===== config.mk =====
export PLATFORM = sky130hd
export DESIGN_NAME = mem2_stage
export DESIGN_NICKNAME = d
export VERILOG_FILES = /design/src/rtl/mem2_stage.sv
export SDC_FILE = /design/constraint.sdc
export NUM_CORES = 1
export LEC_CHECK = 0
export BUFFER_PORTS_ARGS = -buffer_cell sky130_fd_sc_hd__buf_4
export CAP_MARGIN = 20
export CORE_ASPECT_RATIO = 1.2
export CORE_MARGIN = 2
export CORE_UTILIZATION = 48
export CTS_BUF_LIST = sky130_fd_sc_hd__clkbuf_16
export DETAILED_ROUTE_END_ITERATION = 16
export PLACE_DENSITY = 0.77
export SLEW_MARGIN = 40
export SYNTH_ARGS = -nofsm -noshare
export SYNTH_HDL_FRONTEND = slang
export SYNTH_SLANG_ARGS = --single-unit

===== constraint.sdc =====
create_clock -name clk -period 5.1 [get_ports clk]
set_input_delay 1.53 -clock clk [delete_from_list [all_inputs] [get_ports clk]]
set_output_delay 1.53 -clock clk [all_outputs]
set_load 0.05 [all_outputs]

===== src/rtl/mem2_stage.sv =====
// -----------------------------------------------------------------------------
// mem2_stage
//   Second memory pipeline stage, directly downstream of MEM. Latches the
//   instruction leaving MEM, waits for the DCache load response, aligns and
//   extends the load data (LB/LBU/LH/LHU/LW/LWL/LWR) and presents the final
//   result to WB and to the EXE bypass network. While a load response is
//   outstanding the stage raises MEM2_Stall to hold MEM and earlier stages.
//
// Parameters
//   PC_RST          value loaded into MEM2_PC on reset or flush
//
// Ports
//   clk             in   1   core clock
//   rst             in   1   asynchronous reset, active-high
//   MEM2_Flush      in   1   squash MEM2 contents (exception/redirect)
//   MEM2_Wr         in   1   pipeline register load enable (0 = upstream holds)
//   MEM_PC          in   32  PC of instruction leaving MEM
//   MEM_ALUOut      in   32  effective address or ALU result
//   MEM_OutB        in   32  rt/HILO/CP0 value (LWL/LWR merge source, WbSel result)
//   MEM_Dst         in   5   destination GPR
//   MEM_RegWr       in   1   GPR write enable after exception masking
//   MEM_WbSel       in   1   1 = result is OutB, 0 = ALUOut (non-load)
//   MEM_IsLoad      in   1   instruction is a load (DCache request already issued)
//   MEM_LoadCode    in   3   0 LW, 1 LB, 2 LBU, 3 LH, 4 LHU, 5 LWL, 6 LWR
//   dc_rvalid       in   1   DCache read data valid (one pulse per request)
//   dc_rdata        in   32  DCache read word (word-aligned)
//   MEM2_PC         out  32  registered PC
//   MEM2_Dst        out  5   registered destination
//   MEM2_RegWr      out  1   write enable to WB (0 while result not ready)
//   MEM2_Result     out  32  final aligned/extended result
//   MEM2_ResultRdy  out  1   MEM2_Result valid for bypass
//   MEM2_Stall      out  1   load outstanding; hold MEM and earlier stages
// -----------------------------------------------------------------------------
module mem2_stage #(
    parameter logic [31:0] PC_RST = 32'hBFC0_0000
) (
    input  logic        clk,
    input  logic        rst,
    input  logic        MEM2_Flush,
    input  logic        MEM2_Wr,
    input  logic [31:0] MEM_PC,
    input  logic [31:0] MEM_ALUOut,
    input  logic [31:0] MEM_OutB,
    input  logic [4:0]  MEM_Dst,
    input  logic        MEM_RegWr,
    input  logic        MEM_WbSel,
    input  logic        MEM_IsLoad,
    input  logic [2:0]  MEM_LoadCode,
    input  logic        dc_rvalid,
    input  logic [31:0] dc_rdata,
    output logic [31:0] MEM2_PC,
    output logic [4:0]  MEM2_Dst,
    output logic        MEM2_RegWr,
    output logic [31:0] MEM2_Result,
    output logic        MEM2_ResultRdy,
    output logic        MEM2_Stall
);

    localparam logic [2:0] LD_LW  = 3'd0;
    localparam logic [2:0] LD_LB  = 3'd1;
    localparam logic [2:0] LD_LBU = 3'd2;
    localparam logic [2:0] LD_LH  = 3'd3;
    localparam logic [2:0] LD_LHU = 3'd4;
    localparam logic [2:0] LD_LWL = 3'd5;
    localparam logic [2:0] LD_LWR = 3'd6;

    // StWait:  load latched, response not yet returned.
    // StHold:  response captured in rbuf_q, result valid until the register advances.
    // StDrain: load squashed while its response is still in flight; swallow it.
    typedef enum logic [1:0] {StIdle, StWait, StHold, StDrain} state_e;

    state_e      state_q, state_d;

    logic [31:0] pc_q;
    logic [31:0] alu_q;
    logic [31:0] outb_q;
    logic [4:0]  dst_q;
    logic        regwr_q;
    logic        wbsel_q;
    logic        isload_q;
    logic [2:0]  code_q;
    logic [31:0] rbuf_q;

    logic        stall;
    logic        result_rdy;
    logic        adv;
    logic        load_in;
    logic [31:0] load_result;

    // -------------------------------------------------------------------------
    // Pipeline register
    // -------------------------------------------------------------------------
    assign adv     = MEM2_Wr & ~stall;
    // A load only enters when the register actually advances and is not squashed.
    assign load_in = adv & ~MEM2_Flush & MEM_IsLoad;

    always_ff @(posedge clk or posedge rst) begin
        if (rst) begin
            pc_q     <= PC_RST;
            alu_q    <= '0;
            outb_q   <= '0;
            dst_q    <= '0;
            regwr_q  <= 1'b0;
            wbsel_q  <= 1'b0;
            isload_q <= 1'b0;
            code_q   <= '0;
        end else if (MEM2_Flush) begin
            // Flush wins over Wr and applies even while stalled.
            pc_q     <= PC_RST;
            regwr_q  <= 1'b0;
            isload_q <= 1'b0;
        end else if (adv) begin
            pc_q     <= MEM_PC;
            alu_q    <= MEM_ALUOut;
            outb_q   <= MEM_OutB;
            dst_q    <= MEM_Dst;
            regwr_q  <= MEM_RegWr;
            wbsel_q  <= MEM_WbSel;
            isload_q <= MEM_IsLoad;
            code_q   <= MEM_LoadCode;
        end
    end

    // -------------------------------------------------------------------------
    // Response buffer: only a response for the load we are waiting on is kept.
    // -------------------------------------------------------------------------
    always_ff @(posedge clk or posedge rst) begin
        if (rst) begin
            rbuf_q <= '0;
        end else if (state_q == StWait && dc_rvalid) begin
            rbuf_q <= dc_rdata;
        end
    end

    // -------------------------------------------------------------------------
    // FSM
    // -------------------------------------------------------------------------
    always_ff @(posedge clk or posedge rst) begin
        if (rst) begin
            state_q <= StIdle;
        end else begin
            state_q <= state_d;
        end
    end

    always_comb begin
        state_d = state_q;
        case (state_q)
            StIdle: begin
                if (load_in) begin
                    state_d = StWait;
                end
            end
            StWait: begin
                if (MEM2_Flush) begin
                    // A response arriving with the flush is already consumed.
                    state_d = dc_rvalid ? StIdle : StDrain;
                end else if (dc_rvalid) begin
                    state_d = StHold;
                end
            end
            StHold: begin
                if (MEM2_Flush) begin
                    state_d = StIdle;
                end else if (adv) begin
                    state_d = load_in ? StWait : StIdle;
                end
            end
            StDrain: begin
                if (dc_rvalid) begin
                    state_d = StIdle;
                end
            end
            default: state_d = StIdle;
        endcase
    end

    always_comb begin
        stall      = 1'b0;
        result_rdy = 1'b1;
        if (state_q == StWait || state_q == StDrain) begin
            stall      = 1'b1;
            result_rdy = 1'b0;
        end
    end

    // -------------------------------------------------------------------------
    // Load alignment / extension (data always comes from rbuf_q in StHold)
    // -------------------------------------------------------------------------
    always_comb begin
        logic [31:0] d;
        logic [31:0] r;
        logic [1:0]  a;
        logic [7:0]  b;
        logic [15:0] h;

        d = rbuf_q;
        r = outb_q;
        a = alu_q[1:0];

        case (a)
            2'd0:    b = d[7:0];
            2'd1:    b = d[15:8];
            2'd2:    b = d[23:16];
            default: b = d[31:24];
        endcase

        // a[0] is ignored for halfwords; misalignment traps upstream.
        h = a[1] ? d[31:16] : d[15:0];

        load_result = d;
        case (code_q)
            LD_LW:  load_result = d;
            LD_LB:  load_result = {{24{b[7]}}, b};
            LD_LBU: load_result = {24'd0, b};
            LD_LH:  load_result = {{16{h[15]}}, h};
            LD_LHU: load_result = {16'd0, h};
            LD_LWL: begin
                case (a)
                    2'd0:    load_result = {d[7:0],  r[23:0]};
                    2'd1:    load_result = {d[15:0], r[15:0]};
                    2'd2:    load_result = {d[23:0], r[7:0]};
                    default: load_result = d;
                endcase
            end
            LD_LWR: begin
                case (a)
                    2'd0:    load_result = d;
                    2'd1:    load_result = {r[31:24], d[31:8]};
                    2'd2:    load_result = {r[31:16], d[31:16]};
                    default: load_result = {r[31:8],  d[31:24]};
                endcase
            end
            default: load_result = d;
        endcase
    end

    // -------------------------------------------------------------------------
    // Outputs
    // -------------------------------------------------------------------------
    assign MEM2_PC        = pc_q;
    assign MEM2_Dst       = dst_q;
    assign MEM2_Stall     = stall;
    assign MEM2_ResultRdy = result_rdy;
    // A waiting load must never reach the register file.
    assign MEM2_RegWr     = regwr_q & result_rdy;
    assign MEM2_Result    = isload_q ? load_result : (wbsel_q ? outb_q : alu_q);

`ifndef SYNTHESIS
    // The DCache only answers requests we are waiting on or draining.
    rvalid_only_when_expected : assert property (
        @(posedge clk) disable iff (rst)
        dc_rvalid |-> (state_q == StWait || state_q == StDrain)
    );
`endif

endmodule

Yosys cells after proc, flatten, opt, wreduce, memory -nomap -nowiden
Index checks and enable logic that the tools add are counted.

word-level totals
  word-level logic and storage cells = 62
  register bits after elaboration = 141
  output and inout bits = 72
  input port bits = 144

cells by class
  muxes and demuxes = 24
  bitwise gates (word level) = 6
  eq/ne operators = 15
  reductions and logical operators = 7

operators with widths
  cell                                                 number
  one-hot mux 32 bit (3 select lines)                  2
  one-hot mux 32 bit (6 select lines)                  1
  two-way mux 32 bit                                   4
  one-hot mux 8 bit (3 select lines)                   1
  two-way mux 16 bit                                   1
  two-way mux 2 bit                                    7
  equality test 3 bit, second input constant           3
  one-hot mux 2 bit (4 select lines)                   1
  two-way mux 1 bit                                    7
  equality test 2 bit, second input constant           3
  equality test 3 x 2 -> 1 bit, second input constant  2
  != test 3 bit, second input constant                 2
  AND 1 bit                                            4
  equality test 2 x 1 -> 1 bit, second input constant  2
  zero test 2 bit                                      2
  != test 2 bit, second input constant                 2
  AND reduction 4 bit                                  1
  equality test 3 x 1 -> 1 bit, second input constant  1
  inverter 1 bit                                       2
  AND reduction 2 bit                                  1
  nonzero test 2 bit                                   1
  logical AND 1 bit                                    1
  logical OR 1 bit                                     1

Longest topological paths before layout
Gate-level depths: netlist (run 1).

  word-level depth = 11
  gate-level depth with buffers = 8
  mapped depth without buffers = 5

Least setup slack after synthesis (run 1)
OpenSTA, ideal clock, no wires.

  kind = register to output
  start point = reg code_q[2]
  end point = out MEM2_Result[31]
  slack = 1,061 ps
  buffers on the path = 2
  cell stages (with the launch flop) = 6
  arrival time = 2,509 ps
  required time = 3,570 ps
  cell sequence = dfrtp_1 clkbuf_1 clkbuf_1 o21a_1 a21oi_1 a311oi_1

between the ends
  longest elaborated chain between the ends = 3
  elaborated cells on any way between the ends = 8
  those cells by class = eq/ne: 6; mux: 2

RTL lines
  what                                         line  text
  start, declared                              81    logic [2:0] code_q;
  start signal, assigned                       120   code_q <= MEM_LoadCode;
  equality test 3 bit (tied with other cells)  212   case (code_q)
  one-hot mux 32 bit (6 select lines) *        212
  two-way mux 32 bit *                         247   assign MEM2_Result = isload_q ? load_result : (wbsel_q ? outb_q : alu_q);
  end, declared                                54    output logic [31:0] MEM2_Result,

Mark *: on every way between the ends. The rest lies on a longest branch, timed or not.

Worst setup path in the final report (run 1)
  start point = reg alu_q[0]
  end point = out MEM2_Result[11]

between the ends
  longest elaborated chain between the ends = 4
  elaborated cells on any way between the ends = 8
  those cells by class = eq/ne: 2; mux: 5; reduce/logical: 1

RTL lines
  what                                                         line           text
  start, declared                                              75             logic [31:0] alu_q;
  start signal, assigned                                       114            alu_q <= MEM_ALUOut;
  equality test 2 bit (tied with other cells)                  201, 219, 227
  one-hot mux 32 bit (3 select lines) (tied with other cells)  227            case (a)
  one-hot mux 32 bit (6 select lines) *                        212
  two-way mux 32 bit *                                         247

Marks and branches as above.

==> flow_summary.json, run 1 <==
{
  "clockBufferDepth": 2,
  "row_count": 51,
  "area_growth_pct": 30.3,
  "grt-ovfl-total": 0,
  "cts.repair.resized": 0,
  "maxCapViolations": 0,
  "async_flop_share_pct": 100,
  "p_per_area_mw_per_mm2": 443,
  "cts_buffers": 17,
  "diodes": 0,
  "r2r.worst_path.cells": 6,
  "finalNetCount": 1207,
  "grt_usage_pct": 29.6,
  "via_count": 7547,
  "ys_types": 40,
  "port_buffers": 215,
  "fmax_mhz": 219,
  "die_h_um": 145,
  "setup_slack_ns": 0.537,
  "pre_cts_slack_ns": 1.08,
  "outcome": "finished, final reports clean",
  "finClkSkew_ns": 0.00558,
  "start_kind": "register",
  "hp-start": "alu_q[11]$_DFFE_PP0N_",
  "rsz0062_at_grt": "false",
  "ir_drop_uv": 269,
  "synth-seq-cells": 141,
  "die_width_um": 121,
  "crit_type": "reg -> out",
  "wire_per_inst_um": 20.0,
  "synthesis.area_mm2": 0.00793,
  "clock_sinks": 141,
  "start_util_pct": 49.0,
  "hold_viol_final": 0,
  "r2r_start": "state_q[0]$_DFFE_PP0P_",
  "clkTransAtPathRegs_ns": 0.06,
  "grt_max_degree": 142,
  "drt_pass1_iterations": 5,
  "coreArea_mm2": 0.0162,
  "synthAdderAreaFrac_pct": 0,
  "drive_gt1_share_pct": 31.4,
  "synth-xor-area-share_pct": 0,
  "h-tree-depth": 4,
  "dieArea_mm2": 0.0176,
  "drc": 0,
  "setup-tns-final_ns": 0,
  "antenna_left": 0,
  "cts_setup_buffers": 0,
  "power_mw": 4.58,
  "yosysSeqAreaShare_pct": 44.6,
  "cts_tree": "built",
  "critPathMaxFanout": 19,
  "ios": 216,
  "setup_viol": 0,
  "fin_crit_sh_pct": 89.5,
  "hpwl_mm": 17.9,
  "synth_top_area_cell": "dfrtp_1",
  "timing.rr.end": "alu_q[0]$_DFFE_PP0N_",
  "synth_ff_type": "dfrtp_1",
  "vias_per_cell": 5.86,
  "clk_latency_ns": 0.43,
  "syn-num-nets": 1025,
  "hold_buffers": 0,
  "wirelength_mm": 25.7,
  "grt_pass1_wl_mm": 39.7,
  "synth_top_family_by_area": "compound AO/OA/AOI/OAI gates",
  "yosysTopAreaCellShare_pct": 41.6,
  "regToRegSetupSlack_ns": 3.05,
  "synth_compound_area_share_pct": 18.0,
  "holdPathEnd": "alu_q[11]$_DFFE_PP0N_",
  "hold_depth": 2,
  "synth.area.top_cells": "dfrtp_1 42%, nand2_1 12%, mux2i_1 9.0%, mux2_2 7.1%, a21oi_1 3.5%",
  "synth.avg_cell_area_um2": 9.01,
  "hold_slack_ns": 0.479,
  "grt_pass1_vias": 7411,
  "cts_root_buffer": "clkbuf_16",
  "ys_top_cells_by_count": "244 x nand2_1, 132 x dfrtp_1, 71 x mux2i_1, 56 x a21oi_1, 50 x mux2_2",
  "drv_slew": 0,
  "synthSimpleGateAreaFrac_pct": 16.6,
  "required_ns": 3.57,
  "grt_antenna_before_repair": 0,
  "place_congestion": 0.933,
  "yosys-mux-area-fraction_pct": 16.5,
  "p_leak_nw": 5.00,
  "synth_edf_count": 0,
  "worstMarginPinSlew_ns": 0.904,
  "ys_warn_count": 0,
  "hp-class": "reg -> reg",
  "first_iter_violations": 560,
  "synth.most_common_cell": "nand2_1",
  "post-route-min-period_ns": 4.56,
  "critPathCaptureType": "primary output",
  "arrival_ns": 3.03,
  "syn_inst": 881,
  "maxSlewHeadroom_pct": 39.6
}
[final cells by class]
type | count | area (um2)
inverter | 12 | 48.8
sequential | 141 | 3540
timing repair buffer | 235 | 1830
tap | 212 | 265
fill | 1408 | 5870
multi-input combinational | 656 | 4060
clock buffer | 17 | 425
clock inverter | 15 | 161
[worst max-delay path by stage]
stage,start,end,slack [ns],depth (start not counted)
after floorplan,code_q[2]$_DFFE_PP0N_,MEM2_Result[31],1.06,5
after global placement,alu_q[1]$_DFFE_PP0N_,MEM2_Result[28],1.14,6
after detailed placement,alu_q[0]$_DFFE_PP0N_,MEM2_Result[11],1.08,4
after CTS,alu_q[1]$_DFFE_PP0N_,MEM2_Result[30],0.60,6
after global routing,alu_q[1]$_DFFE_PP0N_,MEM2_Result[30],0.46,6
final,alu_q[0]$_DFFE_PP0N_,MEM2_Result[11],0.54,4
[power breakdown]
group,internal [mW],total (mW),switching (mW)
logic,0.664,1.70,1.03
clock network,0.727,1.24,0.514
registers,1.32,1.64,0.321
[per-stage QoR]
step	cells	area, um2	util [%]
6_report	1288	10300	63.8
3_3_place_gp	1254	9700	59.8
5_1_grt	1288	10300	63.8
2_1_floorplan	881	7940	-
3_5_place_dp	1255	9720	60.0
4_1_cts	1287	10300	63.6
[flip-flops by register name (all words and copies together) (netlist names)]
signal and count:
state_q 2, MEM2_PC 32, MEM2_Dst 5, outb_q 32
code_q 3, isload_q 1, rbuf_q 32, wbsel_q 1
regwr_q 1, alu_q 32
[logic make-up after synthesis]
group                  after synthesis
DFF                                141
buffers and inverters               84
muxes                              123
AOI/OAI and AO/OA                  210
and+or+nand+nor                    323
[cells in the final DEF (no fill, tap or decap), drive strengths merged, types with 8 or more instances in the layout]
cell type	instances
buf	235
o21ai	31
o22ai	39
mux2i	71
a22o	25
a21oi	56
inv	16
mux2	51
nand2b	13
dfrtp	132
nor2	34
a211oi	10
nand3	9
a31oi	9
o221a	8
dfstp	9
a311oi	8
clkbuf	17
nand2	244
o22a	9
[routing by layer]
metal | GRT usage (%) | wire length (um)
met5 | 0 | 0
met4 | 13.5 | 864
met3 | 5.96 | 1840
met2 | 49.3 | 12800
met1 | 37.3 | 10200
[critical path, cell delays in order (launching register included)]
cell and delay, ns:
dfrtp_2 0.62, mux4_2 0.63, a211oi_2 0.77, a31oi_1 0.29, buf_4 0.28
(Power assumes the default switching activity.)
==> inputs of run 2 (changes only) <==
- CORE_ASPECT_RATIO: 1.2 -> 1.75
==> flow_summary.json, run 2 (synthesis results as in run 1) <==
{
  "first_iter_violations": 610,
  "grt_usage_pct": 28.7,
  "h-tree-depth": 4,
  "coreArea_mm2": 0.0163,
  "ir_drop_uv": 198,
  "path_delay_family": "compound AO/OA/AOI/OAI gates",
  "port_buffers": 215,
  "p_leak_nw": 4.99,
  "mostFrequentLayoutCells": "244 x nand2_1, 237 x buf_4, 128 x dfrtp_1, 71 x mux2i_1, 55 x a21oi_1",
  "slowest_delay_ns": 0.89,
  "final_common_cell": "nand2_1",
  "outcome": "finished, final reports clean",
  "cts_tree": "built",
  "drive_gt1_share_pct": 31.9,
  "grt_use_met3_pct": 5.75,
  "hold_viol_final": 0,
  "slowest_stage": "dfrtp_1",
  "maxCapViolations": 0,
  "rsz0062_at_grt": "false",
  "row_count": 62,
  "wire_per_inst_um": 20.0,
  "grt_max_degree": 49,
  "drv_slew": 0,
  "fmax_mhz": 222,
  "wirelength_mm": 25.4,
  "use_met2_pct": 47.6,
  "drc": 0,
  "antenna_left": 0,
  "crit_chain": "nor2_1 -> a211oi_2 -> a31oi_1 -> buf_4",
  "hold_buffers": 0,
  "fin_crit_sh_pct": 88.5,
  "die_h_um": 174,
  "cts_buffers": 17,
  "finalNetCount": 1211,
  "start_kind": "register",
  "hold_depth": 2,
  "grt-ovfl-total": 0,
  "ios": 216,
  "r2r.worst_path.cells": 6,
  "cts_setup_buffers": 0,
  "use_met1_pct": 33.1,
  "clkTransAtPathRegs_ns": 0.06,
  "finClkSkew_ns": 0.00892,
  "cts_root_buffer": "clkbuf_16",
  "diodes": 0,
  "hpwl_mm": 18.4,
  "cts.repair.resized": 0,
  "p_per_area_mw_per_mm2": 443,
  "area_growth_pct": 29.9,
  "dieArea_mm2": 0.0176,
  "setup_viol": 0,
  "finish.cell_count_without_fillers": 1272,
  "clk_latency_ns": 0.43,
  "critPathCaptureType": "primary output",
  "start_util_pct": 48.7,
  "setup-tns-final_ns": 0,
  "crit_cells": 4,
  "vias_per_cell": 5.86,
  "crit_type": "reg -> out",
  "gr-max-usage-layer": "met2",
  "crit_buf_inv": 1,
  "hp-class": "reg -> reg",
  "grt_antenna_before_repair": 0,
  "dp.cells": 1240,
  "die_width_um": 101,
  "drt_pass1_iterations": 6,
  "grt_pass1_wl_mm": 38.8,
  "maxSlewHeadroom_pct": 44.5,
  "clock_sinks": 141,
  "via_count": 7457,
  "critPathMaxFanout": 23,
  "required_ns": 3.57,
  "post-route-min-period_ns": 4.51,
  "grt_pass1_vias": 7294,
  "arrival_ns": 2.98,
  "place_congestion": 0.983,
  "worstMarginPinSlew_ns": 0.833,
  "clockBufferDepth": 2
}
## run 2: through the flow
stage	setup slack [ns]	power (mW)	hold slack (ns)	area, um2	util (%)
finish	0.586	4.56	0.472	10300	63.2
global route	0.461	4.76	0.499	10300	63.2
CTS	0.637	4.55	0.478	10300	63.2
floorplan	1.06	2.72	0.442	7940	-
global placement	1.14	3.29	0.457	9670	59.4
detailed placement	1.10	3.32	0.463	9720	59.7
## run 2: cell type report
cell class | instances | area [um2]
clock buffers | 17 | 425
clock inverters | 15 | 151
fillers | 1379 | 5990
inverters | 12 | 48.8
multi-input cells | 656 | 4070
flip-flops and latches | 141 | 3540
well taps | 192 | 240
repair buffers | 239 | 1820
## run 2: routing by layer
| layer | vias up | part of all wire [%] | wire length [um] |
|---|---|---|---|
| met2 | 381 | 50 | 12800 |
| li1 | 3485 | - | - |
| met4 | 0 | 6.8 | 1720 |
| met1 | 3491 | 36 | 9040 |
| met5 | - | 0 | 0 |
| met3 | 100 | 7.2 | 1820 |
## run 2: worst reg2reg max path, cell delays in order, from the launching register on
cell and delay [ns]:
dfrtp_1 0.44, inv_1 0.14, nand2_1 0.17, or2_2 0.63
buf_4 0.43, nand2_1 0.12, nand2_1 0.08
## run 2: path summary, 6_finish.rpt
kind / from / slack [ns] / to
min in group asynchronous: rst / 1.07 / alu_q[5]$_DFFE_PP0N_
max in group asynchronous: rst / 3.13 / rbuf_q[31]$_DFFE_PP0P_
setup / recovery: code_q[1]$_DFFE_PP0N_ / 0.59 / MEM2_Result[11]
setup reg to reg: state_q[0]$_DFFE_PP0P_ / 3.03 / alu_q[14]$_DFFE_PP0N_
hold reg to reg: alu_q[9]$_DFFE_PP0N_ / 0.47 / alu_q[9]$_DFFE_PP0N_
hold / removal: alu_q[9]$_DFFE_PP0N_ / 0.47 / alu_q[9]$_DFFE_PP0N_
## run 2: report_power, final
part / internal, mW / leakage (nW) / switching (mW)
Combinational: 0.660 / 2.98 / 1.03
Clock: 0.688 / 0.275 / 0.541
Sequential: 1.32 / 1.73 / 0.329
Total: 2.67 / 4.99 / 1.90
